`config.mk`:
```
export PLATFORM = sky130hd
export DESIGN_NAME = fifo_wr_arbiter
export DESIGN_NICKNAME = d
export VERILOG_FILES = /design/src/rtl/fifo_arb_pkg.sv /design/src/rtl/rr_picker.sv /design/src/rtl/fifo_wr_arbiter.sv
export SDC_FILE = /design/constraint.sdc
export NUM_CORES = 1
export LEC_CHECK = 0
export ABC_AREA = 1
export CORE_ASPECT_RATIO = 0.7
export CORE_MARGIN = 5
export CORE_UTILIZATION = 35
export CTS_CLUSTER_DIAMETER = 60
export DETAILED_ROUTE_END_ITERATION = 8
export PLACE_DENSITY = 0.85
export SLEW_MARGIN = 5
export SYNTH_ARGS = -nofsm -noshare
export SYNTH_HDL_FRONTEND = slang
export SYNTH_HIERARCHICAL = 1
export SYNTH_SLANG_ARGS = --single-unit
```
`constraint.sdc`:
```
create_clock -name wr_clk -period 1.85 [get_ports wr_clk]
set_input_delay 0.185 -clock wr_clk [delete_from_list [all_inputs] [get_ports wr_clk]]
set_output_delay 0.185 -clock wr_clk [all_outputs]
set_load 0.03 [all_outputs]
```
`src/rtl/fifo_arb_pkg.sv`:
```
// Shared types and sizing helpers for the FIFO write-side arbiter.
package fifo_arb_pkg;

   typedef enum logic {
      IDLE  = 1'b0,
      GRANT = 1'b1
   } arb_state_e;

   // The counter must hold values 0..max_burst.
   function automatic int burst_cnt_width(input int max_burst);
      return $clog2(max_burst + 1);
   endfunction

endpackage

```
`src/rtl/rr_picker.sv`:
```
// Combinational round-robin picker: the first set request strictly after
// last_owner, wrapping modulo N_REQ.
module rr_picker #(
   parameter int N_REQ = 4,
   parameter int IDX_W = $clog2(N_REQ)
) (
   input  logic [N_REQ-1:0] req,
   input  logic [IDX_W-1:0] last_owner,
   output logic [IDX_W-1:0] winner,
   output logic             any_req
);

   // Sum never exceeds 2*N_REQ-1, so one subtraction is enough to wrap.
   function automatic logic [IDX_W-1:0] wrap_add(input logic [IDX_W-1:0] base, input int off);
      logic [IDX_W:0] sum;
      sum = {1'b0, base} + (IDX_W+1)'(off);
      if (sum >= (IDX_W+1)'(N_REQ)) begin
         sum = sum - (IDX_W+1)'(N_REQ);
      end
      return sum[IDX_W-1:0];
   endfunction

   logic [N_REQ-1:0] rot;
   logic [IDX_W-1:0] offset;

   for (genvar gi = 0; gi < N_REQ; gi++) begin : g_rot
      assign rot[gi] = req[wrap_add(last_owner, gi + 1)];
   end

   always_comb begin
      offset = '0;
      for (int j = N_REQ - 1; j >= 0; j--) begin
         if (rot[j]) begin
            offset = IDX_W'(j);
         end
      end
      winner = wrap_add(last_owner, int'(offset) + 1);
   end

   assign any_req = |req;

endmodule

```
`src/rtl/fifo_wr_arbiter.sv`:
```
// Round-robin burst arbiter sharing one FIFO write port among N_REQ producers.
// Write strobes are combinational so fifo_full suppresses them in the same cycle.
module fifo_wr_arbiter
   import fifo_arb_pkg::*;
#(
   parameter int N_REQ     = 4,
   parameter int DW        = 8,
   parameter int MAX_BURST = 4
) (
   input  logic                     wr_clk,
   input  logic                     rst_n,
   input  logic [N_REQ-1:0]         req,
   input  logic [N_REQ*DW-1:0]      req_data,
   output logic [N_REQ-1:0]         gnt,
   input  logic                     fifo_full,
   output logic                     fifo_wr_en,
   output logic [DW-1:0]            fifo_wdata,
   output logic [$clog2(N_REQ)-1:0] owner,
   output logic                     busy
);

   localparam int IDX_W = $clog2(N_REQ);
   localparam int CNT_W = burst_cnt_width(MAX_BURST);

   arb_state_e       state_q, state_d;
   logic [IDX_W-1:0] owner_q, owner_d;
   logic [IDX_W-1:0] last_owner_q, last_owner_d;
   logic [CNT_W-1:0] burst_cnt_q, burst_cnt_d;
   logic [IDX_W-1:0] winner;
   logic             any_req;
   logic             owner_req;
   logic             accept;
   logic             last_word;

   rr_picker #(
      .N_REQ (N_REQ),
      .IDX_W (IDX_W)
   ) u_picker (
      .req        (req),
      .last_owner (last_owner_q),
      .winner     (winner),
      .any_req    (any_req)
   );

   assign owner_req = req[owner_q];
   assign busy      = (state_q == GRANT);
   assign accept    = busy & owner_req & ~fifo_full;
   assign last_word = (burst_cnt_q == CNT_W'(MAX_BURST - 1));

   always_ff @(posedge wr_clk or negedge rst_n) begin
      if (!rst_n) begin
         state_q      <= IDLE;
         owner_q      <= '0;
         last_owner_q <= IDX_W'(N_REQ - 1);
         burst_cnt_q  <= '0;
      end else begin
         state_q      <= state_d;
         owner_q      <= owner_d;
         last_owner_q <= last_owner_d;
         burst_cnt_q  <= burst_cnt_d;
      end
   end

   always_comb begin
      state_d      = state_q;
      owner_d      = owner_q;
      last_owner_d = last_owner_q;
      burst_cnt_d  = burst_cnt_q;
      case (state_q)
         IDLE: begin
            if (any_req) begin
               owner_d     = winner;
               burst_cnt_d = '0;
               state_d     = GRANT;
            end
         end
         GRANT: begin
            // A withdrawn request releases even while the FIFO is full.
            if (!owner_req || (accept && last_word)) begin
               state_d      = IDLE;
               last_owner_d = owner_q;
            end else if (accept) begin
               burst_cnt_d = burst_cnt_q + CNT_W'(1);
            end
         end
         default: state_d = IDLE;
      endcase
   end

   for (genvar gi = 0; gi < N_REQ; gi++) begin : g_gnt
      assign gnt[gi] = accept && (owner_q == IDX_W'(gi));
   end

   always_comb begin
      fifo_wdata = '0;
      for (int i = 0; i < N_REQ; i++) begin
         if (busy && (owner_q == IDX_W'(i))) begin
            fifo_wdata = req_data[i*DW +: DW];
         end
      end
   end

   assign fifo_wr_en = accept;
   assign owner      = owner_q;

endmodule

```
==> impl_metrics.json, run 1 <==
{
  "outcome": "complete, but fails checks",
  "cp_slowest_cell": "dfstp_2",
  "startpoint": "last_owner_q[0]$_DFFE_PN1P_",
  "cpLargestDelayFamily": "flip-flops",
  "antenna_found_initial": 0,
  "drt_iter0_drc": 63,
  "leakagePower_nw": 0.914,
  "drtAntennaViolNets": 0,
  "crit_buf_inv": 3,
  "cp_cell_sequence": "buf_6, nand2_1, nand2_1, nand2_2, a21oi_2, o21bai_1, ha_2, xor2_2, inv_1, nand3_1, nand2_1, inv_1, nor2_1, a21oi_1",
  "cts_made_buffers": 3,
  "hold_viol": 0,
  "grt_pass1_vias": 1142,
  "r2r_end": "owner[1]$_DFFE_PN0P_",
  "p_switching_mw": 1.50,
  "gp_congestion": 0.877,
  "crit_type": "reg -> reg",
  "clock_sinks": 8,
  "layout_commonest_cell": "nand2_1",
  "slowest_delay_ns": 0.61,
  "holdWs_ns": 0.234,
  "grt.overflow.total": 0,
  "layout_common_cells": "nand2_1, clkdlybuf4s50_1, inv_1, buf_4, nand2_2",
  "share_comb_of_total_power_pct": 76.8,
  "timing.rr.start": "last_owner_q[0]$_DFFE_PN1P_",
  "num_rows": 16,
  "cts_tree": "built",
  "syn_to_final_growth_pct": 68.4,
  "cp.depth": 14,
  "syn_inst": 170,
  "dieArea_um2": 4070,
  "syn_nets": 212,
  "synth_top_area_share_pct": 26.1,
  "cp-endpoint": "owner[1]$_DFFE_PN0P_",
  "grt_pass1_wl_mm": 4.97,
  "syn_area_um2": 1010,
  "drc_errors": 0,
  "wl_per_cell_um": 12.2,
  "cts_root_buffer": "clkbuf_8",
  "skew_ns": 0.00158,
  "clkTransAtPathRegs_ns": 0.04,
  "grt_max_degree": 10,
  "cts_htree_levels": 1,
  "end_kind": "register",
  "r2r_setup_slack_ns": -0.19,
  "rsz0062_at_grt": "yes",
  "violations": "setup timing",
  "ys_types": 25,
  "fp.coreArea_um2": 2780,
  "final.min_clock_period_ns": 2.04,
  "initial_utilization_pct": 36.2,
  "power.share.clock_pct": 7.5,
  "ys_warn_count": 6,
  "power_mw": 2.74,
  "ir_worst_vdd_mv": 0.750,
  "switching_share_pct": 54.6,
  "worst_pin_slew_ns": 0.356,
  "min_path_type": "in -> async",
  "io_buffers": 54,
  "drive_above_1_share_pct": 25.8,
  "fin_crit_sh_pct": 110,
  "cpMostUsedCell": "nand2_1",
  "cp_max_fo": 6,
  "antenna_cells": 0,
  "intPower_mw": 1.24,
  "postSynthAreaPerCell_um2": 5.92,
  "drt-total-wl_mm": 3.31,
  "fmax_mhz": 491,
  "cap_violations": 0,
  "dieWidth_um": 74.1,
  "vias_per_cell": 4.76,
  "setup_viol": 1,
  "dp_hpwl_mm": 2.58,
  "dpl_worst_slack_ns": -0.190,
  "setup_ws_ns": -0.188,
  "synth-seq-cells": 8,
  "worstPathRequired_ns": 1.95,
  "p_seq_share_pct": 15.7,
  "vias": 1294,
  "clkLatencyLatePin_ns": 0.23,
  "r2r_cells": 14,
  "cp-start-kind": "register",
  "ios": 55,
  "die_h_um": 54.9,
  "maxSlewViolCount": 0,
  "ys_seq_area_share_pct": 20.1,
  "slew_headroom_pct": 76.2,
  "clk_path_buf_depth": 2,
  "arrival_ns": 2.14,
  "synth_top_area_cell": "nand2_1",
  "synth_area_leaders": "nand2_1, dfrtp_1, inv_1",
  "firstDrtPassIters": 4,
  "track_usage_pct": 16.1,
  "power.density_nw_per_um2": 1610,
  "placed_cells": 267,
  "final_nets": 280,
  "cts_hold_buffers": 0,
  "instances_no_fill": 272
}
## kinds of logic (layout without fill, tap and decap cells)
group / Yosys count / after routing / share of synthesized area (%)
and+or+nand+nor: 103 / 103 / 48.2
buffers and inverters: 35 / 101 / 15.7
AOI/OAI and AO/OA: 20 / 20 / 11.4
DFF: 8 / 8 / 20.1
adders and majority gates: 3 / 3 / 3.73
xor gates and xnor gates: 1 / 1 / 0.870
## worst min path at each step
stage,start,end,slack (ns),depth (start not counted)
3_3_place_gp,rst_n,burst_cnt_q[2]$_DFFE_PN0P_,0.48,1
2_1_floorplan,rst_n,burst_cnt_q[0]$_DFFE_PN0P_,-0.11,0
4_1_cts,rst_n,busy$_DFF_PN0_,0.24,1
3_5_place_dp,rst_n,burst_cnt_q[2]$_DFFE_PN0P_,0.48,1
5_1_grt,rst_n,burst_cnt_q[1]$_DFFE_PN0P_,0.26,1
6_report,rst_n,owner[1]$_DFFE_PN0P_,0.23,1
## synthesized netlist by cell type
cell type and instances:
inv_1 27, o2111ai_1 1, xor2_1 1, dfrtp_1 6, nand2_2 4, nor3_2 3, o21bai_1 1, dfstp_2 2
nand2_1 70, buf_4 1, buf_6 2, nand3_1 9, nor2_4 1, nor2_1 4, nand4_1 5, o21ai_1 1
ha_1 3, nor2_2 2, inv_6 1, nand2_4 2, nand3_2 3, inv_2 3, o22ai_1 7, a21oi_1 10
inv_4 1
## metal layers
layer / vias up / GRT usage [%] / part of all wire (%)
met2: 46 / 26.8 / 46
li1: 672 / - / -
met4: 0 / 4.82 / 1.1
met1: 571 / 20.1 / 43
met5: - / 0 / 0
met3: 5 / 4.95 / 9.2
## layout make-up
type	instances	area, um^2
clock buffer	3	41.3
sequential	8	205
tap	36	45.0
inverter	32	128
multi-input combinational	127	676
fill	271	1090
timing repair buffer	66	602
## timing repair
action / 4_1_cts / 5_1_grt
gates resized for setup: 5 / 7
cloned: 0 / 0
endpoints found under the setup margin: 3 / 15
pin swaps: 4 / 1
buffers inserted: 1 / 1
## power groups by stage
stage / clock (mW) / sequential (mW) / combinational, mW
finish: 0.207 / 0.430 / 2.10
global route: 0.228 / 0.449 / 2.30
CTS: 0.218 / 0.439 / 2.03
detailed placement: 0 / 0.445 / 1.95
global placement: 0 / 0.448 / 1.91
floorplan: 0 / 0.406 / 1.38
## state kept, by name, summed over array words and instances (netlist names)
name	flops
owner	2
busy	1
burst_cnt_q	3
last_owner_q	2
## per-stage QoR
stage | util (%) | setup TNS, ns | area, um^2
3_3_place_gp | 57.8 | -0.107 | 1610
3_5_place_dp | 57.8 | -0.190 | 1610
5_1_grt | 61.0 | -0.684 | 1700
2_1_floorplan | - | 0 | 1010
4_1_cts | 60.1 | -0.151 | 1670
6_report | 61.0 | -0.188 | 1700
## worst reg2reg max path, stage by stage (launching register included)
cell	delay, ns
dfstp_2	0.61
buf_6	0.15
nand2_1	0.05
nand2_1	0.09
nand2_2	0.08
a21oi_2	0.12
o21bai_1	0.08
ha_2	0.19
xor2_2	0.15
inv_1	0.06
nand3_1	0.08
nand2_1	0.07
inv_1	0.03
nor2_1	0.09
a21oi_1	0.06
Power figures use the tool's default switching activity.
==> run 2: changes to the inputs <==
--- a/config.mk
+++ b/config.mk
@@ -11,6 +11,7 @@
 export CORE_UTILIZATION = 35
 export CTS_CLUSTER_DIAMETER = 60
 export DETAILED_ROUTE_END_ITERATION = 8
+export MAX_ROUTING_LAYER = met4
 export PLACE_DENSITY = 0.85
 export SLEW_MARGIN = 5
 export SYNTH_ARGS = -nofsm -noshare
==> run 2 against run 1 <==
  * The run still ends with setup timing left
  * First-iteration DRC count shrank 41%
  * Power increased by 1.7%
  * Count of clock-buffer cells in the layout is the same
  * Critical path type unchanged
  * Clock skew about the same
  * Final cell count increased by 1.1%
  * Sequential share of layout area fell by 0.27 points
  * Flip-flop and latch count did not move
  * Hold slack about the same
==> impl_metrics.json, run 2 (same netlist as run 1, synthesis figures left out) <==
{
  "outcome": "complete, but fails checks",
  "violations": "setup timing",
  "grt_pass1_wl_mm": 4.86,
  "io_buffers": 54,
  "clkTransAtPathRegs_ns": 0.04,
  "cap_violations": 0,
  "drtAntennaViolNets": 0,
  "crit_type": "reg -> reg",
  "cp-endpoint": "owner[1]$_DFFE_PN0P_",
  "grt_max_degree": 10,
  "intPower_mw": 1.30,
  "ios": 55,
  "clk_path_buf_depth": 2,
  "layout_common_cells": "nand2_1, clkdlybuf4s50_1, buf_4, inv_1, a21oi_1",
  "dp_hpwl_mm": 2.55,
  "vias": 1273,
  "grt.overflow.total": 0,
  "drc_errors": 0,
  "min_path_type": "in -> async",
  "vias_per_cell": 4.63,
  "r2r_cells": 16,
  "setup_viol": 1,
  "track_usage_pct": 15.9,
  "cts_root_buffer": "clkbuf_8",
  "power.density_nw_per_um2": 1620,
  "cts_htree_levels": 1,
  "switching_share_pct": 53.5,
  "top_register": "burst_cnt_q",
  "p_switching_mw": 1.49,
  "power.share.clock_pct": 7.6,
  "placed_cells": 268,
  "worstPathRequired_ns": 1.96,
  "hold_viol": 0,
  "clkLatencyLatePin_ns": 0.23,
  "setup_ws_ns": -0.133,
  "fillers": 246,
  "antenna_found_initial": 0,
  "timing.rr.start": "last_owner_q[0]$_DFFE_PN1P_",
  "end_kind": "register",
  "cp-start-kind": "register",
  "layout_commonest_cell": "nand2_1",
  "leakagePower_nw": 0.936,
  "cts_made_buffers": 3,
  "firstDrtPassIters": 4,
  "dieArea_um2": 4070,
  "r2r_end": "owner[1]$_DFFE_PN0P_",
  "arrival_ns": 2.09,
  "maxSlewViolCount": 0,
  "rsz0062_at_grt": "yes",
  "skew_ns": 0.00208,
  "instances_no_fill": 275,
  "holdWs_ns": 0.234,
  "largest_reg_flops": 3,
  "drt-total-wl_mm": 3.11,
  "slew_headroom_pct": 75.8,
  "tns_ns": -0.133,
  "drive_above_1_share_pct": 25.1,
  "fmax_mhz": 504,
  "gp_congestion": 0.890,
  "drt_iter0_drc": 37,
  "antenna_cells": 0,
  "final.min_clock_period_ns": 1.98,
  "grt_pass1_vias": 1109,
  "p_seq_share_pct": 14.9,
  "dieWidth_um": 74.1,
  "startpoint": "last_owner_q[0]$_DFFE_PN1P_",
  "num_rows": 16,
  "ir_worst_vdd_mv": 1.07,
  "die_h_um": 54.9,
  "fin_crit_sh_pct": 107,
  "r2r_setup_slack_ns": -0.13,
  "syn_to_final_growth_pct": 71.3,
  "final_nets": 283,
  "dpl_worst_slack_ns": -0.192,
  "wl_per_cell_um": 11.3,
  "cp_max_fo": 9,
  "share_comb_of_total_power_pct": 77.4,
  "clock_sinks": 8,
  "fp.coreArea_um2": 2780,
  "initial_utilization_pct": 36.2,
  "cts_tree": "built",
  "worst_pin_slew_ns": 0.362
}
run 2: per-layer routing:
metal / vias up / global-route usage (%) / part of all wire, %
met5: - / - / 0
met4: 0 / 4.22 / 0.55
met3: 2 / 4.40 / 9.4
met2: 40 / 24.7 / 43
met1: 554 / 20.3 / 47
li1: 677 / - / -
run 2: layout make-up:
| cell class | count | area, um^2 | share of cell area, % |
|---|---|---|---|
| Clock buffer | 3 | 41.3 | 2.39 |
| Inverter | 32 | 133 | 7.69 |
| Multi-Input combinational cell | 127 | 669 | 38.8 |
| Sequential cell | 8 | 204 | 11.8 |
| Tap cell | 36 | 45.0 | 2.61 |
| Timing Repair Buffer | 69 | 633 | 36.7 |
run 2: how the worst min path moves through the flow:
stage / start / endpoint / slack (ns) / cells past startpoint
detailed placement: rst_n / burst_cnt_q[2]$_DFFE_PN0P_ / 0.49 / 1
floorplan: rst_n / burst_cnt_q[0]$_DFFE_PN0P_ / -0.11 / 0
global route: rst_n / burst_cnt_q[2]$_DFFE_PN0P_ / 0.26 / 1
finish: rst_n / owner[1]$_DFFE_PN0P_ / 0.23 / 1
CTS: rst_n / busy$_DFF_PN0_ / 0.25 / 1
global placement: rst_n / burst_cnt_q[2]$_DFFE_PN0P_ / 0.48 / 1
run 2: power by group through the flow:
stage	clock (mW)	combinational [mW]	sequential, mW
floorplan	0	1.38	0.406
global placement	0	1.93	0.440
detailed placement	0	1.97	0.439
CTS	0.220	2.11	0.411
global route	0.231	2.39	0.437
finish	0.213	2.16	0.416
run 2: worst max-delay path, stage by stage (launching register included):
cell	delay, ns
dfstp_2	0.55
buf_12	0.12
inv_8	0.04
nand2_2	0.06
nand2_1	0.04
nand2_1	0.05
nand2_1	0.07
a21oi_1	0.12
o21bai_1	0.08
ha_2	0.19
xor2_2	0.17
inv_1	0.06
nand3_1	0.07
nand2_1	0.06
inv_1	0.04
nor2_1	0.08
a21oi_1	0.05
run 2: timing repair:
| action | CTS | global route |
|---|---|---|
| hold buffers | 0 | 0 |
| buffers inserted | 2 | 2 |
| gates cloned | 0 | 0 |
| resized for setup | 4 | 6 |
| endpoints found under the setup margin | 1 | 13 |
| pin swaps | 4 | 8 |
run 2: stage by stage:
stage | cell area (um^2) | power (mW) | utilization (%)
4_1_cts | 1700 | 2.74 | 61.0
5_1_grt | 1730 | 3.06 | 62.0
3_3_place_gp | 1620 | 2.37 | 58.0
2_1_floorplan | 1010 | 1.78 | -
3_5_place_dp | 1620 | 2.41 | 58.0
6_report | 1730 | 2.79 | 62.0
==> run 3: changes to the inputs <==
--- a/config.mk
+++ b/config.mk
@@ -13,6 +13,7 @@
 export DETAILED_ROUTE_END_ITERATION = 8
 export MAX_ROUTING_LAYER = met4
 export PLACE_DENSITY = 0.85
+export SKIP_LAST_GASP = 1
 export SLEW_MARGIN = 5
 export SYNTH_ARGS = -nofsm -noshare
 export SYNTH_HDL_FRONTEND = slang
==> results of run 3 <==
The final DEF is identical to that of run 2; final timing and power are the same.
Main changes from that run: number of gates resized after CTS 4 -> 3; wire length of the first global-routing pass 4860 um -> 4850 um; via count of the first global-routing pass 1109 -> 1110; overall routing resource usage 15.9% -> 15.8%; met1 usage 20.3% -> 20.2%
